<file path="src/rtl/parking_lot_controller_pkg.sv">
// Shared types and default sizing for the parking lot controller.
// Optional tailgate detection is enabled by defining TAILGATE_DETECT_EN.
package parking_pkg;

    typedef enum logic {
        GATE_IDLE = 1'b0,
        GATE_OPEN = 1'b1
    } gate_state_t;

    localparam int DEF_CAPACITY    = 200;
    localparam int DEF_CNT_W       = 8;
    localparam int DEF_TIMEOUT_CYC = 16;

    // Width of a timer that must hold 0..cycles-1; never narrower than 1 bit.
    function automatic int timer_width(input int cycles);
        return (cycles <= 2) ? 1 : $clog2(cycles);
    endfunction

endpackage

</file>
<file path="src/rtl/parking_lot_controller_gate_fsm.sv">
// One barrier lane: IDLE/OPEN state machine with an open-window timeout.
// open and denied are registered; passed_pulse/timeout_pulse flag the closing edge.
module gate_fsm
    import parking_pkg::*;
#(
    parameter int TIMEOUT_CYC = DEF_TIMEOUT_CYC
) (
    input  logic clk,
    input  logic rst,
    input  logic req,
    input  logic allow,
    input  logic pass,
    output logic open,
    output logic denied,
    output logic passed_pulse,
    output logic timeout_pulse
);

    localparam int             TW   = timer_width(TIMEOUT_CYC);
    localparam logic [TW-1:0]  TMAX = TW'(TIMEOUT_CYC - 1);

    gate_state_t   state_q, state_d;
    logic [TW-1:0] timer_q, timer_d;
    logic          denied_q, denied_d;

    always_comb begin
        state_d       = state_q;
        timer_d       = timer_q;
        denied_d      = 1'b0;
        passed_pulse  = 1'b0;
        timeout_pulse = 1'b0;
        case (state_q)
            GATE_IDLE: begin
                if (req) begin
                    if (allow) begin
                        state_d = GATE_OPEN;
                        timer_d = '0;
                    end else begin
                        denied_d = 1'b1;
                    end
                end
            end
            GATE_OPEN: begin
                // A pass on the timeout edge still counts as a pass.
                if (pass) begin
                    passed_pulse = 1'b1;
                    state_d      = GATE_IDLE;
                end else if (timer_q == TMAX) begin
                    timeout_pulse = 1'b1;
                    state_d       = GATE_IDLE;
                end else begin
                    timer_d = timer_q + TW'(1);
                end
            end
            default: state_d = GATE_IDLE;
        endcase
    end

    always_ff @(posedge clk or posedge rst) begin
        if (rst) begin
            state_q  <= GATE_IDLE;
            timer_q  <= '0;
            denied_q <= 1'b0;
        end else begin
            state_q  <= state_d;
            timer_q  <= timer_d;
            denied_q <= denied_d;
        end
    end

    // The open command is the state register itself, so it doubles as the state view.
    assign open   = (state_q == GATE_OPEN);
    assign denied = denied_q;

endmodule

</file>
<file path="src/rtl/parking_lot_controller.sv">
// Lot occupancy tracking with entry/exit barrier lanes and free-space export.
// Define TAILGATE_DETECT_EN to add tailgate_alarm/alarm_clr and count stray entries.
module parking_lot_controller
    import parking_pkg::*;
#(
    parameter int CAPACITY    = DEF_CAPACITY,
    parameter int CNT_W       = DEF_CNT_W,
    parameter int TIMEOUT_CYC = DEF_TIMEOUT_CYC
) (
    input  logic             clk,
    input  logic             rst,
    input  logic             entry_req,
    input  logic             entry_pass,
    input  logic             exit_req,
    input  logic             exit_pass,
    output logic             entry_gate_open,
    output logic             exit_gate_open,
    output logic             entry_denied,
    output logic             exit_denied,
    output logic [CNT_W-1:0] occupancy,
    output logic [CNT_W-1:0] free_spaces,
    output logic             full
`ifdef TAILGATE_DETECT_EN
    ,
    output logic             tailgate_alarm,
    input  logic             alarm_clr
`endif
);

    localparam logic [CNT_W-1:0] CAP   = CNT_W'(CAPACITY);
    localparam logic [CNT_W:0]   CAP_X = (CNT_W + 1)'(CAPACITY);

    logic [CNT_W-1:0] occ_q, occ_d;
    logic             entry_passed, entry_timeout;
    logic             exit_passed, exit_timeout;
    logic             occ_inc;

    gate_fsm #(.TIMEOUT_CYC(TIMEOUT_CYC)) u_entry (
        .clk           (clk),
        .rst           (rst),
        .req           (entry_req),
        .allow         (!full),
        .pass          (entry_pass),
        .open          (entry_gate_open),
        .denied        (entry_denied),
        .passed_pulse  (entry_passed),
        .timeout_pulse (entry_timeout)
    );

    gate_fsm #(.TIMEOUT_CYC(TIMEOUT_CYC)) u_exit (
        .clk           (clk),
        .rst           (rst),
        .req           (exit_req),
        .allow         (occ_q != '0),
        .pass          (exit_pass),
        .open          (exit_gate_open),
        .denied        (exit_denied),
        .passed_pulse  (exit_passed),
        .timeout_pulse (exit_timeout)
    );

    // An open entry gate holds one space until pass or timeout.
    always_comb begin
        if (({1'b0, occ_q} + (CNT_W + 1)'(entry_gate_open)) >= CAP_X) begin
            free_spaces = '0;
        end else begin
            free_spaces = CAP - occ_q - CNT_W'(entry_gate_open);
        end
    end

    assign full      = (free_spaces == '0);
    assign occupancy = occ_q;

`ifdef TAILGATE_DETECT_EN
    logic stray_entry;
    logic alarm_q, alarm_d;

    assign stray_entry = entry_pass && !entry_gate_open;
    assign occ_inc     = entry_passed || stray_entry;

    always_comb begin
        alarm_d = alarm_q;
        if (stray_entry) begin
            alarm_d = 1'b1;
        end else if (alarm_clr) begin
            alarm_d = 1'b0;
        end
    end

    always_ff @(posedge clk or posedge rst) begin
        if (rst) begin
            alarm_q <= 1'b0;
        end else begin
            alarm_q <= alarm_d;
        end
    end

    assign tailgate_alarm = alarm_q;
`else
    assign occ_inc = entry_passed;
`endif

    // Simultaneous entry and exit passes cancel out.
    always_comb begin
        occ_d = occ_q;
        if (occ_inc && !exit_passed) begin
            if (occ_q != CAP) occ_d = occ_q + CNT_W'(1);
        end else if (exit_passed && !occ_inc) begin
            if (occ_q != '0) occ_d = occ_q - CNT_W'(1);
        end
    end

    always_ff @(posedge clk or posedge rst) begin
        if (rst) begin
            occ_q <= '0;
        end else begin
            occ_q <= occ_d;
        end
    end

    a_lane_exclusive : assert property (@(posedge clk) disable iff (rst)
        !(entry_passed && entry_timeout) && !(exit_passed && exit_timeout));

`ifndef TAILGATE_DETECT_EN
    // Gate admission makes counter saturation impossible without tailgating.
    a_no_sat_high : assert property (@(posedge clk) disable iff (rst)
        !(occ_inc && !exit_passed && occ_q == CAP));
    a_no_sat_low : assert property (@(posedge clk) disable iff (rst)
        !(exit_passed && !occ_inc && occ_q == '0));
`endif

endmodule

</file>
<file path="config.mk">
export PLATFORM = sky130hd
export DESIGN_NAME = parking_lot_controller
export DESIGN_NICKNAME = d
export VERILOG_FILES = /design/src/rtl/parking_lot_controller_pkg.sv /design/src/rtl/parking_lot_controller_gate_fsm.sv /design/src/rtl/parking_lot_controller.sv
export SDC_FILE = /design/constraint.sdc
export NUM_CORES = 1
export LEC_CHECK = 0
export BUFFER_PORTS_ARGS = -buffer_cell sky130_fd_sc_hd__buf_2
export CAP_MARGIN = 20
export CELL_PAD_IN_SITES_DETAIL_PLACEMENT = 2
export CELL_PAD_IN_SITES_GLOBAL_PLACEMENT = 2
export CORE_MARGIN = 4
export CORE_UTILIZATION = 30
export DETAILED_ROUTE_END_ITERATION = 8
export HOLD_SLACK_MARGIN = 0.15
export PLACE_DENSITY_LB_ADDON = 0.1
export SLEW_MARGIN = 20
export SYNTH_ARGS = -nofsm -noshare
export SYNTH_HDL_FRONTEND = slang
export SYNTH_SLANG_ARGS = --single-unit
</file>
<file path="constraint.sdc">
create_clock -name clk -period 4.93 [get_ports clk]
set_input_delay 0.986 -clock clk [delete_from_list [all_inputs] [get_ports clk]]
set_output_delay 0.986 -clock clk [all_outputs]
set_load 0.005 [all_outputs]
</file>
==> out/results.txt <==
Worst Skew - 0.00422 ns
Vias in the first global route - 1772
RSZ-0062 raised after global routing - false
Vias - 1595
Fillers - 647
Area leader, netlist - dfrtp_1
Max Fclk - 273 MHz
Hold WC Path Type - reg2reg
DR iter-0 viols - 21
Clock Sinks - 20
First drt pass iteration count - 4
Hold-fix buffers, CTS - 0
# nets final - 262
Rows - 27
Run status - finished clean
Combinational power share - 0.694
Final HPWL DP - 4.11 mm
Post-synth ARST share - 1.00
Pins Over Slew Limit - 0
Io pins - 27
Most frequent cells in the layout - buf_2, ha_1, dfrtp_1
Clk buf depth - 2
Post-CTS sizing - 0
Critical Path End Type - output port
Routability Congestion - 0.839
Mapped Cells - 201
Synthesized area - 1790 sq um
MaxCap Viol Count - 0
Clock power frac - 0.071
Via/cell ratio - 5.32
Core area - 5640 sq um
Setup violators final - 0
Critical path peak fanout - 9
GR Overflow Total - 0
DP Area - 2000 sq um
Flops & latches, synth - 20
Pwr Density - 727 nW/um^2
Multi-input logic area - 1200 sq um
Pre-CTS WS - 1.51 ns
CP Class - reg2out
Area growth syn-to-layout - 13.9%
FF/Latch Area - 500 sq um
Leakage power - 0.989 nW
VDD IR max - 0.294 mV
Final Cycle Share - 0.742
Least-Margin Pin Slew - 0.799 ns
H-tree lvl count - 1
Sequential fraction of the synthesis area - 0.280
Total CTS buffers - 3
Largest net degree at the start of global routing - 21
Worst-Skew Late Latency - 0.25 ns
Initial Utilization - 0.317
Switch Pwr - 0.737 mW
Post-synth cell types - 50
Antenna Nets Post-Route - 0
Initial antenna violation count - 0
Slew margin rel. - 0.464
Int Pwr - 0.743 mW
Yosys warning total - 0
Setup TNS - 0 ns
Ant diodes - 0
Share of cells above drive strength 1 - 0.149
Number of remaining DRC errors - 0
Port Buffers - 26
Drt total wl - 4.99 mm
Syn Area/Cell - 8.90 sq um
GRT Total Usage - 0.142
Chip Width - 85.2 um
Post-synth EDFFs - 0
Worst setup margin - 1.27 ns
CTS tree - built
Worst-path clk slew - 0.07 ns
DR WL/cell - 16.6 um
Net Count, Synth - 233
Worst endpoint data arrival time - 2.67 ns
Design area - 2040 sq um
CTS root buf - clkbuf_8
Sw frac - 0.498
WP data required - 3.94 ns
Share of the synthesized area in the top cell type - 0.280
Top cells by area, synth - dfrtp_1, ha_1, inv_1, o21ai_0, nand2_1
Most common flop cell mapped by yosys - dfrtp_1
Final count of hold timing violations - 0
Minimum clock period - 3.66 ns
Most common cell after layout, fill and taps aside - buf_2
Die height - 85.2 um
First-pass GRT wire length - 8.45 mm
Startpoint types - register
Sequential Power Share - 0.235
DIE AREA - 7260 sq um
# Post-CTS Setup Buffers - 0
==> worst paths after layout <==
| kind | slack, ns | from | cells after the start | to |
|---|---|---|---|---|
| min in group asynchronous | 0.88 | rst | 2 | u_exit.denied$_DFF_PP0_ |
| setup / recovery | 1.27 | u_entry.open$_DFF_PP0_ | 9 | full |
| setup reg to reg | 2.21 | u_entry.open$_DFF_PP0_ | 9 | occupancy[6]$_DFFE_PP0P_ |
| max in group asynchronous | 3.55 | rst | 2 | u_exit.timer_q[3]$_DFFE_PP0P_ |
| hold / removal | 0.54 | u_exit.timer_q[2]$_DFFE_PP0P_ | 1 | u_exit.timer_q[2]$_DFFE_PP0P_ |
| hold reg to reg | 0.54 | u_exit.timer_q[2]$_DFFE_PP0P_ | 1 | u_exit.timer_q[2]$_DFFE_PP0P_ |
==> power by group through the flow <==
stage          logic [mW]  clock network (mW)  registers, mW
2_1_floorplan       0.723                   0          0.311
3_3_place_gp         1.01                   0          0.347
3_5_place_dp         1.05                   0          0.354
4_1_cts              1.06               0.113          0.351
5_1_grt              1.16               0.121          0.370
6_report             1.03               0.105          0.348
==> layout make-up <==
type                    count  share of cell area
multi-input cells         160               0.591
inverters                  19              0.0350
repair buffers             26              0.0639
well taps                  72              0.0442
clock buffers               3              0.0203
flip-flops and latches     20               0.246
==> registers in the layout (all words and copies together) (netlist names) <==
signal,count
occupancy,8
u_entry.denied,1
u_exit.denied,1
u_entry.open,1
u_exit.open,1
u_entry.timer_q,4
u_exit.timer_q,4
==> cells in the mapped netlist (all sizes together) (2+ instances only) <==
master and instances:
o21ai 15, and3 6, and2 3, xor2 4, buf 2, dfrtp 20, nor2b 5, xnor2 6
nand4 2, a31oi 7, mux2i 4, nand3 11, inv 19, nor3b 3, nor3 2, a211oi 5
or3 3, nand2 14, nor2 9, ha 25, mux2 3, a21oi 7, a21o 4
==> cells by family (layout without fill, tap and decap cells) <==
group / after synthesis / in the layout / synth area share
simple gates: 68 / 68 / 0.221
compound gates: 49 / 49 / 0.176
fa+ha+maj: 26 / 26 / 0.186
buf+inv: 21 / 48 / 0.0469
flops: 20 / 20 / 0.280
xor+xnor: 10 / 10 / 0.0490
mux: 7 / 7 / 0.0413
==> per-stage QoR <==
stage	utilization	std cells	hold slack [ns]	total power, mW
CTS	0.361	300	0.542	1.52
global route	0.361	300	0.580	1.65
global placement	0.354	297	0.512	1.35
detailed placement	0.354	297	0.524	1.40
finish	0.361	300	0.540	1.48
floorplan	-	201	0.487	1.03
==> worst max-delay path, stage by stage, from the launching register on <==
cell	delay [ns]
dfrtp_1	0.53
inv_1	0.16
ha_1	0.23
ha_1	0.21
a211oi_1	0.34
o21ai_0	0.20
xnor2_1	0.40
nand3_4	0.16
nand2_1	0.09
buf_2	0.11
==> routing by layer <==
| layer | global-route usage | wire length (um) | vias to the layer above |
|---|---|---|---|
| li1 | - | - | 782 |
| met5 | 0 | 0 | - |
| met4 | 0.0173 | 15 | 0 |
| met1 | 0.178 | 2310 | 790 |
| met2 | 0.258 | 2520 | 21 |
| met3 | 0.0243 | 146 | 2 |
Power figures use the tool's default switching activity.
